==> src/rtl/fetch_pkg.sv <==
// Shared constants and types for the instruction-fetch stage.
package fetch_pkg;

  // Downstream pipeline-register update coding (00/11 mean hold).
  localparam logic [1:0]  UPD_ADVANCE = 2'b01;
  localparam logic [1:0]  UPD_FLUSH   = 2'b10;

  // Instruction presented when nothing real is available.
  localparam logic [31:0] NOP_INST    = 32'h0000_0001;

  // Sequential fetch increment in bytes.
  localparam logic [31:0] PC_STEP     = 32'd4;

  typedef enum logic {
    RUN    = 1'b0,
    HALTED = 1'b1
  } fetch_state_t;

endpackage

==> src/rtl/fetch_hold_buf.sv <==
// One-entry hold buffer: parks the presented instruction while downstream stalls.
// Clear has priority over load; the payload resets to a bubble so it is never X.
module fetch_hold_buf
  import fetch_pkg::*;
(
  input  logic        clk,
  input  logic        rst,
  input  logic        load,
  input  logic        clear,
  input  logic [31:0] load_pc,
  input  logic [31:0] load_inst,
  output logic        hold_v,
  output logic [31:0] hold_pc,
  output logic [31:0] hold_inst
);

  // Capture {pc, inst} on load, drop the entry on clear.
  always_ff @(posedge clk or posedge rst) begin
    if (rst) begin
      hold_v    <= 1'b0;
      hold_pc   <= 32'h0;
      hold_inst <= NOP_INST;
    end else if (clear) begin
      hold_v    <= 1'b0;
    end else if (load) begin
      hold_v    <= 1'b1;
      hold_pc   <= load_pc;
      hold_inst <= load_inst;
    end
  end

endmodule

==> src/rtl/fetch_unit.sv <==
// Instruction-fetch stage: owns the PC, drives a 1-cycle-latency instruction
// BRAM and presents {f_pc, f_inst, f_valid} to the fetch/decode register.
//
// Handshake: the presented instruction is consumed on a clock edge where
// f_valid=1 and update==01; update==10 discards it; any other update value
// keeps it presented unchanged. A redirect pulse overrides everything.
module fetch_unit
  import fetch_pkg::*;
#(
  parameter logic [31:0] RESET_PC = 32'h0,
  parameter int          IMEM_AW  = 14
) (
  input  logic               clk,
  input  logic               rst,
  input  logic [1:0]         update,
  input  logic               redirect,
  input  logic [31:0]        redirect_pc,
  input  logic               halt,
  output logic               imem_en,
  output logic [IMEM_AW-1:0] imem_addr,
  input  logic [31:0]        imem_rdata,
  output logic [31:0]        f_pc,
  output logic [31:0]        f_inst,
  output logic               f_valid
);

  fetch_state_t state;
  logic [31:0]  pc_q;
  logic         rsp_v;
  logic [31:0]  rsp_pc;

  logic         hold_v;
  logic [31:0]  hold_pc;
  logic [31:0]  hold_inst;
  logic         hold_load;
  logic         hold_clear;

  logic         adv;
  logic         flush;
  logic         issue;

  assign adv   = (update == UPD_ADVANCE);
  assign flush = (update == UPD_FLUSH);

  // Presented source: hold buffer first, then the landing BRAM read, else a bubble.
  always_comb begin
    f_valid = 1'b0;
    f_pc    = 32'h0;
    f_inst  = NOP_INST;
    if (hold_v) begin
      f_valid = 1'b1;
      f_pc    = hold_pc;
      f_inst  = hold_inst;
    end else if (rsp_v) begin
      f_valid = 1'b1;
      f_pc    = rsp_pc;
      f_inst  = imem_rdata;
    end
  end

  // Issue a new read when running and the presentation slot frees up this edge.
  // A flush refetches from a corrected pc_q next cycle, so it never issues.
  assign issue     = ~rst & (state == RUN) & ~redirect & ~flush & (~f_valid | adv);
  assign imem_en   = issue;
  assign imem_addr = pc_q[IMEM_AW+1:2];

  // Park a landing read that is not consumed; drop the entry on consume/flush/redirect.
  assign hold_load  = ~redirect & ~flush & rsp_v & ~hold_v & ~adv;
  assign hold_clear = redirect | flush | (hold_v & adv);

  fetch_hold_buf u_hold (
    .clk       (clk),
    .rst       (rst),
    .load      (hold_load),
    .clear     (hold_clear),
    .load_pc   (rsp_pc),
    .load_inst (imem_rdata),
    .hold_v    (hold_v),
    .hold_pc   (hold_pc),
    .hold_inst (hold_inst)
  );

  // PC and in-flight read tracking; redirect beats flush beats normal issue.
  always_ff @(posedge clk or posedge rst) begin
    if (rst) begin
      pc_q   <= RESET_PC;
      rsp_v  <= 1'b0;
      rsp_pc <= 32'h0;
    end else if (redirect) begin
      pc_q   <= redirect_pc;
      rsp_v  <= 1'b0;
    end else if (flush) begin
      if (f_valid) begin
        pc_q <= f_pc;
      end
      rsp_v  <= 1'b0;
    end else if (issue) begin
      rsp_v  <= 1'b1;
      rsp_pc <= pc_q;
      pc_q   <= pc_q + PC_STEP;
    end else begin
      rsp_v  <= 1'b0;
    end
  end

  // RUN/HALTED follows the halt level; halting only gates new issues.
  always_ff @(posedge clk or posedge rst) begin
    if (rst) begin
      state <= RUN;
    end else begin
      case (state)
        RUN:     if (halt)  state <= HALTED;
        HALTED:  if (!halt) state <= RUN;
        default: state <= RUN;
      endcase
    end
  end

endmodule

==> config.mk <==
export PLATFORM = sky130hd
export DESIGN_NAME = fetch_unit
export DESIGN_NICKNAME = d
export VERILOG_FILES = /design/src/rtl/fetch_pkg.sv /design/src/rtl/fetch_hold_buf.sv /design/src/rtl/fetch_unit.sv
export SDC_FILE = /design/constraint.sdc
export NUM_CORES = 1
export LEC_CHECK = 0
export BUFFER_PORTS_ARGS = -buffer_cell sky130_fd_sc_hd__buf_2
export CAP_MARGIN = 5
export CORE_MARGIN = 5
export CORE_UTILIZATION = 40
export DETAILED_ROUTE_END_ITERATION = 8
export GPL_TIMING_DRIVEN = 0
export HOLD_SLACK_MARGIN = 0.05
export PLACE_DENSITY = 0.6
export SYNTH_ARGS = -nofsm -noshare
export SYNTH_HDL_FRONTEND = slang
export SYNTH_SLANG_ARGS = --single-unit
==> constraint.sdc <==
create_clock -name clk -period 4.8 [get_ports clk]
set_input_delay 0 -clock clk [delete_from_list [all_inputs] [get_ports clk]]
set_output_delay 0 -clock clk [all_outputs]
set_load 0.01 [all_outputs]
Word-level counts from Yosys, hierarchy flattened
Cells that the tools add are included.
- memories: 0
- RAM bits: 0
- bits in read-only memories: 0
- flip-flop bits (word level): 131
- output and inout port bits: 80
- latch bits: 0
- multiplexer cells: 16
- shift-type cells: 0
- order comparisons: 0
- add/subtract/negate cells: 1
- $mul: 0
- divide/modulo/power cells: 0
- equality and inequality tests: 3
- reductions and logical operators: 5
- bitwise operators: 20
- operators with widths (kind ; number):
    $mux W32 ; 8
    $add A32 B3 Y32 const B ; 1
    $and A1 B1 Y1 ; 9
    $mux W1 ; 8
    $not A1 Y1 ; 8
    $reduce_and A2 Y1 ; 2
    $ne A3 B3 Y1 const B ; 1
    $or A1 B1 Y1 ; 3
    $reduce_and A3 Y1 ; 1
    $reduce_bool A3 Y1 ; 1
    $eq A2 B1 Y1 const B ; 1
    $eq A2 B2 Y1 const B ; 1
    $reduce_bool A2 Y1 ; 1

Depth between registers and ports, before layout
Gate-level depths: netlist of run 1.
- depth in word-level cells: 8
- gate-level depth with buffers: 8

Cells and area by module
Synthesis of run 1 repeated with hierarchy kept, for this count alone.
- cell total of the unflattened synthesis: 624
- area total of the unflattened synthesis: 7113.1 µm²
- by module, submodules not included (module ; area an instance (µm²) ; seq. area each (µm²) ; times used ; cells an instance):
    fetch_unit ; 4374.2 ; 1651.6 ; 1 ; 484
    fetch_hold_buf ; 2738.9 ; 1627.8 ; 1 ; 140

Worst setup path before layout of run 1
No wires, ideal clock.
- kind: register to register
- from: register pc_q[2]
- to: register pc_q[26]
- stages on the path, launching flop included: 7
- slack: 2.791 ns
- period minus slack after synthesis: 2.009 ns
- arrival: 1.888 ns
- required time: 4.679 ns
- cells stage by stage: dfrtp_1 > ha_1 > nand2_1 > nor4_4 > a21oi_2 > or3_1 > a22o_1
- word-level cells in the longest chain between the ends: 4
- RTL lines (what ; line ; RTL):
    start, declared ; fetch_unit.sv:28 ; logic [31:0] pc_q;
    start signal, assigned ; fetch_unit.sv:90 ; pc_q <= redirect_pc;
    start signal, assigned ; fetch_unit.sv:94 ; pc_q <= f_pc;
    start signal, assigned ; fetch_unit.sv:100 ; pc_q <= pc_q + PC_STEP;
    $add A32 B3 Y32 ; fetch_unit.sv:100 ;
    $mux W32 ; fetch_unit.sv:97 ; end else if (issue) begin
    $mux W32 ; fetch_unit.sv:92 ; end else if (flush) begin
    $mux W32 ; fetch_unit.sv:89 ; end else if (redirect) begin
Every way passes these cells. The select of a mux whose other input is x is not followed.
A chain may end at the register's enable or synchronous reset.

Final worst setup path of run 1
- from: register u_hold.hold_v
- to: output f_inst[0]
- word-level cells in the longest chain between the ends: 1
- RTL lines (what ; line ; RTL):
    start, declared ; fetch_hold_buf.sv:12 ; output logic hold_v,
    start signal, assigned ; fetch_hold_buf.sv:20 ; hold_v <= 1'b0;
    start signal, assigned ; fetch_hold_buf.sv:24 ; hold_v <= 1'b0;
    start signal, assigned ; fetch_hold_buf.sv:26 ; hold_v <= 1'b1;
    $mux W32 ; fetch_unit.sv:50 ; if (hold_v) begin
    end, declared ; fetch_unit.sv:23 ; output logic [31:0] f_inst,
Every way passes these cells.

==> run summary, run 1 <==
The flow ran to the end, and the final reports show no timing, DRC or antenna violations. The clock-pin slew on the worst setup and hold paths is 0.06 ns. The number of synthesis warnings came out at 0. In this run the core area contains 48 standard-cell rows.

The height of the die came out at 142 um. The async set-reset flop share out of synthesis came out at 100%. The max-slew violation count was 0. The share of the clock period used by the worst path after layout came out at 58.5%.

The average routed wire per standard cell came out at ~19 um. The normalized max-slew margin is 41.3%. Using the TritonRoute via totals, the vias-per-cell ratio works out to ~5.5. The number of nets in the finished design came out at ~1100. The overall fraction of global-route tracks in use is 23.1%. In this run the power spent charging and discharging nets is ~970 uW.

In this run the power density over the cells is 379 nW/um^2. The count of vias placed by the detailed router is between 6000 and 7000. Buffers added to address setup during post-CTS repair amount to 0.

At the end of routability-driven placement, the weighted congestion stood at between 0.8 and 0.9. The synthesized netlist net count is 832. The worst setup path is of the reg2out kind. The clock network burns 37.4% of the power. Internal power comes to 2560 uW. The share of layout cells above drive strength 1 came out at 28.6%. The slew of the pin with the lowest slew margin came out at approximately 0.88 ns.

The number of buffers created by CTS is 17. STA classifies the critical path startpoint as a flip-flop. The total iterations of the first detailed-routing run came out at 6. The post-place instance area is between 8000 and 9000 um^2. The number of design rule violations left after detail routing is 0. For the worst-skew pair, the clock arrives at the later sink with an insertion delay of 0.42 ns. The endpoint arrival time on the critical path came out at around 2.8 ns. Setup repair after global routing left no endpoint under its margin. The path class of the tightest hold or removal check is in2reg.

The final number of setup-violating endpoints came out at 0. The switching portion of total power is between 20% and 30%. The mean area per synthesized cell came out at between 9 and 10 um^2.

The worst clock skew came out at 0.00717 ns. From left edge to right edge, the die measures 142 um. The sequential share of the synthesized area came out at 46.8%. The total power consumption of the routed design is 3530 uW. The number of I/O port buffers came out at 148. Across all hold checks on the routed design, the worst slack comes to 0.0673 ns.

The HPWL reported at the end of detailed placement is between 15 and 20 mm. The multi-input combinational cells in the finished layout cover a total of 3310 um^2. The buffer levels on the longest clock path is 2. The synthesis-stage register bit count is between 100 and 150. The maximum number of pins on one net before global-route repair came out at 85.

The count of distinct cell types in the synthesized netlist is 63. For this design the static power due to leakage is 0.00437 uW. The overall die area is 20300 um^2. The detailed router finished its first iteration with 551 violations. The fill cell total of the finished layout came out at 1607. The number of synthesized flops with an enable pin came out at 0. The number of global-route vias before repair is 6817. Once layout is done, the placed cells without fillers occupy 9320 um^2. The I/O pin count came out at 150. The starting density of the core came out at between 40% and 50%. The initial antenna violation count came out at 0. Max-cap violations in this run came to 0.

The fraction of power consumed by sequential logic is about 44%. The number of inserted diodes is 0. Summed over all layers, the routed wires come to 23.0 mm. Of all nets on the critical path, the largest fanout is 10. The number of hold violations in the final report is 0. The cell sitting at the root of the clock tree is a clkbuf_16. After floorplanning, the core was sized to cover between 15000 and 20000 um^2.

The worst path required time came out at between 4 and 5 ns. The first global-routing pass estimated 36.5 mm of wire. The maximum resistive drop on vdd is 0.281 mV. For this run, the leading register cell type out of synthesis is dfrtp_1. The count of clock tree sinks is 131. The relative area change from synthesis to final layout came out at 33.1%. The share of total power dissipated in combinational logic is 18.5%. The post-route antenna net violation count came out at 0. The clock tree from TritonCTS is yes. The synthesized area is approximately 7000 um^2.

Subtracting the final worst setup slack from the clock period gives 2.81 ns. Summed over all layers, the global routing overflow is 0. Derived from the worst setup path, the maximum achievable clock frequency is 356 MHz. The maximum level of the CTS H-tree came out at 4.

The sequential cell area came out at 3280 um^2. The synthesized instance count came out at roughly 760. The element type at the critical path end is an output pin.
-- flip-flops by register name, indices dropped and copies added (netlist names) --
signal / flops
u_hold.hold_v: 1
pc_q: 32
state: 1
rsp_pc: 32
rsp_v: 1
u_hold.hold_pc: 32
u_hold.hold_inst: 32
-- routing by layer --
layer | GRT usage [%] | routed length (um) | vias up
met5 | 0 | 0 | -
met4 | 8.25 | 646 | 0
met3 | 4.70 | 1290 | 43
met2 | 36.1 | 10600 | 234
met1 | 32.1 | 10500 | 3314
li1 | - | - | 3146
-- cell families after synthesis --
logic type / Yosys count / synth area share, %
DFF: 131 / 46.8
buffers and inverters: 79 / 5.84
xor gates and xnor gates: 1 / 0.125
muxes: 71 / 11.3
AOI/OAI and AO/OA: 169 / 15.9
adders and majority gates: 1 / 0.179
and+or+nand+nor: 309 / 19.8
-- critical path, stage by stage (launching register included) --
cell      delay, ns
dfrtp_1        0.37
buf_2          0.23
clkbuf_1       0.50
clkbuf_1       0.41
buf_1          0.50
a21oi_1        0.20
buf_2          0.18
-- worst paths after layout --
path	slack, ns	to	start	cells past startpoint
setup / recovery	1.99	f_inst[0]	u_hold.hold_v$_DFFE_PP0P_	6
hold / removal	0.07	pc_q[9]$_DFFE_PP0P_	redirect_pc[9]	4
setup reg to reg	2.15	pc_q[11]$_DFFE_PP0P_	u_hold.hold_v$_DFFE_PP0P_	6
hold reg to reg	0.48	rsp_pc[1]$_DFFE_PP0P_	pc_q[1]$_DFFE_PP0P_	2
max in group asynchronous	3.79	u_hold.hold_inst[0]$_DFFE_PP1P_	rst	4
min in group asynchronous	0.22	pc_q[6]$_DFFE_PP0P_	rst	3
-- layout make-up --
class / instances / area share (%)
plain buffers: 70 / 4.03
clock buffers: 25 / 5.64
clock inverters: 4 / 0.752
inverters: 9 / 0.416
multi-input cells: 551 / 35.5
flip-flops and latches: 131 / 35.2
well taps: 225 / 3.02
repair buffers: 216 / 15.4
-- through the flow --
step	utilization [%]	TNS [ns]	instances	worst slack (ns)
6_report	54.1	0	1231	1.99
5_1_grt	54.1	0	1231	1.76
4_1_cts	54.1	0	1231	1.99
3_5_place_dp	46.7	0	1135	2.35
3_3_place_gp	46.6	-71.14	1134	-0.559
2_1_floorplan	-	0	761	1.30
-- power groups by stage --
stage / Clock, uW / Combinational [uW] / Sequential (uW)
after floorplan: 0 / 442 / 1520
after global placement: 0 / 598 / 1560
after detailed placement: 0 / 612 / 1570
after CTS: 1340 / 656 / 1550
after global routing: 1390 / 730 / 1590
final: 1320 / 654 / 1560
-- cell usage in the layout (no fill, tap or decap), types with 3 or more instances in the layout --
master / n
nor2_2: 3
clkbuf_1: 36
buf_2: 160
a32o_1: 4
inv_1: 8
buf_4: 15
a221o_1: 4
a21oi_1: 12
mux2i_1: 8
clkbuf_8: 10
and3_1: 6
nand3_1: 17
buf_1: 3
nor4_1: 3
o311ai_0: 3
a22oi_1: 13
nor3_1: 7
o311ai_1: 3
o21ai_0: 75
a211o_1: 3
a31oi_1: 9
nand4_1: 10
o31a_1: 4
nor2b_1: 3
dfrtp_1: 130
mux2_2: 63
a22o_1: 15
clkbuf_16: 17
or4_1: 3
nor2_1: 13
o211ai_1: 6
dlygate4sd3_1: 67
a222oi_1: 3
nand2_1: 222
o21a_1: 3
-- synthesized netlist by cell type (10+ instances only) --
cell / count / area share, %
nor2_1: 13 / 0.70
clkbuf_1: 35 / 1.9
a21oi_1: 12 / 0.86
a22o_1: 15 / 1.9
dfrtp_1: 130 / 46
nand4_1: 10 / 0.89
buf_4: 15 / 1.6
nand2_1: 222 / 12
buf_2: 12 / 0.86
mux2_2: 63 / 10
a22oi_1: 13 / 1.4
o21ai_0: 75 / 5.4
nand3_1: 17 / 1.2
-- repair_timing --
action	CTS	global route
gates resized for setup	0	0
hold endpoints to repair	111	0
setup endpoints to repair	0	0
hold buffers	67	0
(Power assumes the default switching activity.)
==> inputs of run 2 (changes only) <==
ABC_AREA = 1   (was not set)
clock period = 2.7 ns   (was 4.8 ns; I/O delays follow)
==> run 2 against run 1 <==
Against the previous run: routed wire length increased by 1.1%; worst hold slack got worse by 0.0024 ns; critical path depth unchanged; sequential cell count unchanged; global-route usage down 0.14 points; register-to-register slack worse by 1.4 ns; via count is 6.0% higher; first-iteration DRC count shrank 25%.
==> run summary, run 2 <==
The starting density of the core is 41.0% (+0.34 points). The total congestion overflow after global routing came out at 0 (unchanged). The predominant post-synthesis flop cell is dfrtp_1. The clock-pin slew on the worst setup and hold paths is 0.06 ns (about the same). By area the synthesized netlist is led by dfrtp_1 (46%), nand2_1 (18%), o21ai_0 (9.2%).

The number of inserted diodes is 0 (unchanged). Timing would allow up to 498 MHz. The share of the clock period used by the worst path after layout is ~74%. The iteration-0 DRC count of the detailed router came out at 413 (-25%). The total power consumption of the routed design came out at 6940 uW (+96%). The async set-reset flop share out of synthesis came to 100% (unchanged). The count of cells resized by post-cts repair came out at 0 (unchanged). TritonCTS built the clock tree. Tracing the worst setup path back leads to its startpoint at u_hold.hold_v$_DFFE_PP0P_. The fraction of synthesized cell area taken by the top area cell type is 45.8% (-0.70 points). The maximum level of the CTS H-tree came out at 4 (unchanged).

The post-route antenna net violation count is 0 (unchanged). The total iterations of the first detailed-routing run came out at 5 (-1). In this run the critical register-to-register path is launched from u_hold.hold_v$_DFFE_PP0P_.

The number of synthesized flops with an enable pin came out at 0 (unchanged). The clock share of power is 43.8% (+6.4 points). The reported max-cap violation count came out at 0 (unchanged). The number of instances on the worst hold path came to 5 (+1). Following the worst setup path forward leads to its endpoint at f_inst[11].

The relative area change from synthesis to final layout came out at 36.2%. The leakage power of the design is 0.00493 uW (+13%). The count of vias placed by the detailed router came out at 7140 (+6.0%). The smallest clock period supported by the final layout is computed as 2.01 ns. The summed negative setup slack over all endpoints is 0 ns (unchanged). The number of buffers created by CTS came out at 17 (unchanged). The max-slew violation count is 0 (unchanged). The maximum number of pins on one net before global-route repair came out at 41 (-52%). The worst path required time is 2.70 ns (-2.10 ns). The worst-case reg-to-reg path depth came out at 8 (+2). The share of layout cells above drive strength 1 is 21.1% (-7.5 points). The worst min-delay path category is in2reg. The worst setup path is captured at an output pin. The internal reg-to-reg setup slack came out at 0.75 ns (-1.40 ns). The global placer's final weighted congestion was 0.878 (+0.55%).

The minimum setup slack in the final design came out at 0.694 ns (-1.30 ns). The count of distinct cell types in the synthesized netlist is 31 (-51%). The library cell used most frequently in the layout, excluding fill and tap cells, is nand2_1.

The count of clock tree sinks came out at 131 (unchanged). The HPWL reported at the end of detailed placement came out at 17.0 mm (+8.3%). The number of global-route vias before repair is 6810 (-0.10%). The capturing point of the worst reg2reg path is pc_q[0]$_DFFE_PP0P_. The normalized max-slew margin came out at 51.8% (+10 points). The area of the placeable core came out at 17400 um^2 (+0.70%). nand2_1 is the most common cell in the netlist. The net switching power of the design is 1850 uW (+91%). The synthesized instance count is 986 (+30%). Leaving out fill and tap cells, the most frequent cells in the layout are nand2_1 (338), buf_2 (174), o21ai_0 (130), dfrtp_1 (130), inv_1 (100). The commonest cells after synthesis are nand2_1 (338), dfrtp_1 (130), o21ai_0 (130), inv_1 (101), nor2_1 (71). The maximum resistive drop on vdd is 0.463 mV (+65%).

The wire length of the first global-routing pass came to 36.6 mm (+0.36%). The power density relative to cell area is 716 nW/um^2 (+89%). The number of I/O port buffers was 148 (unchanged). The critical path in this run is classified as reg2out. Setup repair after global routing left no endpoint under its margin. The synthesis-stage register bit count came out at 131 (unchanged). The cell sitting at the root of the clock tree is a clkbuf_16. The internal power of the cells is 5090 uW (+99%). The final number of setup-violating endpoints came out at 0 (unchanged).

The height of the die is 143 um (+0.71%). The number of nets in the finished design is 1298 (+22%). The mean area per synthesized cell is 7.21 um^2 (-22%). The flow ran to the end, and the final reports show no timing, DRC or antenna violations. The synthesized design spends more area on one cell type than any other, namely dfrtp_1. The switching portion of total power is 26.6% (-0.80 points). The worst clock skew came to 0.00664 ns (-0.000527 ns).

The part of the total power dissipated in combinational logic came out at 17.0% (-1.5 points). The number of synthesis warnings is 0 (unchanged). The number of design rule violations left after detail routing is 0 (unchanged).

The overall die area is 20500 um^2 (+1.4%). The synthesized area is 7110 um^2 (+1.5%). The synthesized netlist net count is 1057 (+27%). The highest net fanout along the worst path came out at 10 (unchanged). The fraction of power consumed by sequential logic was 39.2% (-4.9 points). The buffer levels on the longest clock path came out at 2 (unchanged). The endpoint arrival time on the critical path was 2.01 ns (-0.80 ns).

The setup slack at placement is 0.901 ns (-1.44 ns). STA classifies the critical path startpoint as a flip-flop. The initial antenna violation count is 0 (unchanged).

The placement row count is 48 (unchanged). The number of hold violations in the final report is 0 (unchanged). The I/O pin count came out at 150 (unchanged).

The overall fraction of global-route tracks in use came out at 23.0% (-0.14 points). The slew of the pin with the lowest slew margin came to 0.724 ns (-0.154 ns). The clock latency on the worst-skew pair came out at 0.42 ns (about the same).

The sequential share of the synthesized area came to 46.1% (-0.71 points). The total wire length came out at 23.2 mm (+1.1%). The average routed wire per standard cell was 15.9 um (-15%). The worst hold margin is 0.0648 ns (-0.00244 ns). The average via count per standard cell was 4.87 (-11%). The x dimension of the die is 143 um (+0.71%).
run 2: routing by layer:
metal | routed length, um | up-vias | track usage [%]
li1 | - | 3584 | -
met5 | 0 | - | 0
met2 | 10700 | 239 | 36.7
met1 | 10500 | 3268 | 31.1
met4 | 705 | 0 | 9.71
met3 | 1390 | 49 | 4.03
run 2: worst max-delay path, stage by stage (launching register included):
cell and delay, ns:
dfrtp_1 0.38, buf_6 0.16, buf_2 0.25, clkbuf_1 0.38
nand2_1 0.09, o21ai_0 0.13, buf_2 0.19
run 2: logic make-up (layout without fill, tap and decap cells):
| logic type | after synthesis | after routing | synth area share, % |
|---|---|---|---|
| adders and majority gates | 1 | 1 | 0.176 |
| DFF | 131 | 131 | 46.1 |
| AOI/OAI and AO/OA | 214 | 214 | 15.5 |
| buffers and inverters | 171 | 425 | 11.2 |
| xor gates and xnor gates | 2 | 2 | 0.246 |
| and+or+nand+nor | 467 | 467 | 26.7 |
run 2: worst min path at each step:
stage                               start                    to  slack, ns
after floorplan                      halt       state$_DFF_PP0_       0.03
after global placement               halt       state$_DFF_PP0_       0.13
after detailed placement              rst       state$_DFF_PP0_       0.06
after CTS                 redirect_pc[14]  pc_q[14]$_DFFE_PP0P_       0.06
after global routing      redirect_pc[14]  pc_q[14]$_DFFE_PP0P_       0.10
final                     redirect_pc[14]  pc_q[14]$_DFFE_PP0P_       0.06
run 2: metrics by stage:
stage / std cells / utilization (%) / area (um^2)
floorplan: 986 / - / 7110
global placement: 1359 / 46.9 / 8140
detailed placement: 1362 / 47.2 / 8200
CTS: 1465 / 55.8 / 9680
global route: 1465 / 55.8 / 9680
finish: 1465 / 55.8 / 9680
run 2: final cells by class:
cell class                 instances  area, um^2
inverter                         107         407
timing repair buffer             222        1510
fill                            1661        7670
sequential                       131        3280
clock inverter                    13         325
tap                              225         282
clock buffer                      19         453
multi-input combinational        684        3030
buffer                            64         397
run 2: power by group through the flow:
stage	Combinational (uW)	Sequential [uW]	Clock (uW)
6_report	1180	2720	3040
5_1_grt	1360	2780	3160
4_1_cts	1190	2710	3060
3_5_place_dp	1100	2740	0
3_3_place_gp	1070	2730	0
2_1_floorplan	776	2670	0
run 2: timing repair:
| item | in CTS | in global routing |
|---|---|---|
| buffers inserted | 0 | 0 |
| hold endpoints to repair | 156 | 0 |
| hold buffers | 71 | 0 |
==> inputs of run 3 (changes only) <==
clock period = 2.08 ns   (was 2.7 ns; I/O delays follow)
==> run 3 against run 2 <==
Against the previous run: clock power grew 30%; die area is the same; sequential share of layout area is essentially flat; power grew 30%; setup slack lost 0.57 ns; utilization grew 0.051 points; sequential power grew 30%; register-to-register slack lost 0.60 ns; count of clock-buffer cells in the layout is the same; via count shrank 0.28%; critical path type unchanged.
==> run summary, run 3 (synthesized netlist as in run 2, its figures left out) <==
The highest net fanout along the worst path is 10 (unchanged). The initial antenna violation count came out at 0 (unchanged). The endpoint arrival time on the critical path came out at 1.96 ns (-0.05 ns). The final standard cell count with taps included and fillers excluded came out at 1465 (unchanged). The power density relative to cell area is 929 nW/um^2 (+30%).

The number of I/O port buffers is 148 (unchanged). The slew of the pin with the lowest slew margin was 0.723 ns (-0.00108 ns). The met1 layer wirelength in the final routing is 10.4 mm (-0.30%).

The summed negative setup slack over all endpoints was 0 ns (unchanged). The post-place instance area was 8200 um^2 (unchanged). The met3 layer wire length in the routed design came to 1.47 mm (+5.5%).

The clock-pin slew on the worst setup and hold paths was 0.06 ns (about the same). The total iterations of the first detailed-routing run was 5 (unchanged). The starting density of the core is 41.0% (unchanged). The worst path required time came to 2.08 ns (-0.62 ns). The relative area change from synthesis to final layout came out at 36.3% (about the same). The overall die area is 20500 um^2 (unchanged). The I/O pin count is 150 (unchanged).

The count of vias placed by the detailed router is 7120 (-0.28%). The height of the die is 143 um (unchanged). The wire length of the first global-routing pass came out at 36.6 mm (unchanged).

Routed signal wires occupy layers up through met4. The fraction of power consumed by sequential logic came to 39.2% (about the same). The total placed cells including tap cells came out at 1362 (unchanged).

The overall fraction of global-route tracks in use is 23.0% (unchanged). The part of the total power dissipated in combinational logic is 17.0% (about the same). The final number of setup-violating endpoints is 0 (unchanged). The area of the placeable core came to 17400 um^2 (unchanged). Dividing the final minimum period by the clock period gives 94.1%.

The element type at the critical path end is an output pin. The leakage power of the design came to 0.00495 uW (+0.43%). The worst hold margin is 0.0656 ns (+0.000761 ns). The clock latency on the worst-skew pair is 0.41 ns (about the same). The worst clock skew is 0.00627 ns (-0.000371 ns).

The commonest non-fill, non-tap cell in the layout is nand2_1. The top achievable clock speed is a little over 500 MHz. The x dimension of the die is 143 um (unchanged).

The setup slack at placement was 0.281 ns (-0.620 ns). The buffer levels on the longest clock path came out at 2 (unchanged). The maximum resistive drop on vdd is 0.598 mV (+29%). The summed area of non-filler cells in the final layout was 9690 um^2 (about the same). The number of global-route vias before repair came out at 6810 (unchanged). Setup repair after global routing left no endpoint under its margin. The iteration-0 DRC count of the detailed router is 426 (+3.1%).

The total wire length came out at 23.3 mm (+0.24%). The average via count per standard cell came out at 4.86 (-0.28%). The reported max-cap violation count was 0 (unchanged). The total congestion overflow after global routing is 0 (unchanged).

The clock share of power is 43.8% (about the same). The worst setup path is of the reg2out kind. The post-CTS setup buffer count is 0 (unchanged).

The number of design rule violations left after detail routing came out at 0 (unchanged). The HPWL reported at the end of detailed placement came out at 17.0 mm (unchanged). The maximum number of pins on one net before global-route repair came to 41 (unchanged). The internal power of the cells came out at 6610 uW (+30%).

The tightest min-delay check is of the in2reg type. The top cell types in the final layout, fill and taps aside, are nand2_1 (338), buf_2 (174), dfrtp_1 (130). The minimum setup slack in the final design came out at 0.122 ns (-0.572 ns). The fill cell total of the finished layout is 1662 (+0.060%). The max-slew violation count came out at 0 (unchanged). The placement row count came to 48 (unchanged). The average routed wire per standard cell was 15.9 um (+0.24%). The number of buffers created by CTS is 17 (unchanged). The nature of the critical path startpoint is a flip-flop.

The switching portion of total power came to 26.6% (-0.043 points). The normalized max-slew margin was 51.8% (+0.072 points). The sum of met2 wire segment lengths after detailed routing is 10.6 mm (-0.22%). The number of inserted diodes is 0 (unchanged). The maximum level of the CTS H-tree was 4 (unchanged).

The number of nets in the finished design came to 1298 (unchanged). The count of clock tree sinks is 131 (unchanged). The global placer's final weighted congestion came out at 0.878 (unchanged).

The tree is rooted in a clkbuf_16. The clock tree from TritonCTS is yes. Subtracting the final worst setup slack from the clock period gives 1.96 ns. The number of hold violations in the final report is 0 (unchanged). The run finished with clean final reports.

The post-route antenna net violation count is 0 (unchanged). The share of layout cells above drive strength 1 is 21.7% (+0.56 points). The net switching power of the design was 2390 uW (+30%).
[run 3: per-layer routing]
layer | GRT usage (%) | up-vias
li1 | - | 3578
met1 | 31.1 | 3243
met2 | 36.7 | 246
met3 | 4.03 | 53
met4 | 9.71 | 0
met5 | 0 | -
[run 3: power groups by stage]
stage / sequential (uW) / clock [uW] / combinational (uW)
5_1_grt: 3600 / 4100 / 1770
2_1_floorplan: 3460 / 0 / 1010
6_report: 3530 / 3940 / 1530
3_3_place_gp: 3550 / 0 / 1390
4_1_cts: 3520 / 3970 / 1540
3_5_place_dp: 3560 / 0 / 1430
[run 3: per-stage QoR]
stage,utilization [%],total power (uW)
final,55.8,9000
after global routing,55.8,9470
after CTS,55.8,9030
after detailed placement,47.2,4990
after global placement,46.9,4940
after floorplan,-,4470
[run 3: timing repair]
action | 4_1_cts | 5_1_grt
gates resized for setup | 0 | 13
hold buffers | 71 | 0
endpoints found under the hold margin | 156 | 0
setup endpoints to repair | 0 | 29
[run 3: area by class of cell]
| type | instances | area [um^2] | area share (%) |
|---|---|---|---|
| inverters | 107 | 407 | 4.20 |
| repair buffers | 222 | 1510 | 15.6 |
| clock inverters | 13 | 325 | 3.36 |
| multi-input cells | 684 | 3030 | 31.3 |
| well taps | 225 | 282 | 2.90 |
| clock buffers | 19 | 453 | 4.67 |
| flip-flops and latches | 131 | 3280 | 33.8 |
| plain buffers | 64 | 405 | 4.18 |
[run 3: final timing paths]
kind,to,startpoint,cells after the start,slack (ns)
setup reg to reg,pc_q[1]$_DFFE_PP0P_,u_hold.hold_v$_DFFE_PP0P_,8,0.15
max in group asynchronous,pc_q[22]$_DFFE_PP0P_,rst,5,1.08
min in group asynchronous,u_hold.hold_pc[24]$_DFFE_PP0P_,rst,3,0.18
hold reg to reg,u_hold.hold_inst[15]$_DFFE_PP0P_,u_hold.hold_inst[15]$_DFFE_PP0P_,2,0.48
setup / recovery,f_pc[20],u_hold.hold_v$_DFFE_PP0P_,6,0.12
hold / removal,pc_q[14]$_DFFE_PP0P_,redirect_pc[14],5,0.07
[run 3: critical path, stage by stage, from the launching register on]
cell and delay, ns:
dfrtp_1 0.40, buf_6 0.15, clkinv_2 0.07, nand2_4 0.10, buf_6 0.17, o21ai_0 0.41
buf_2 0.23
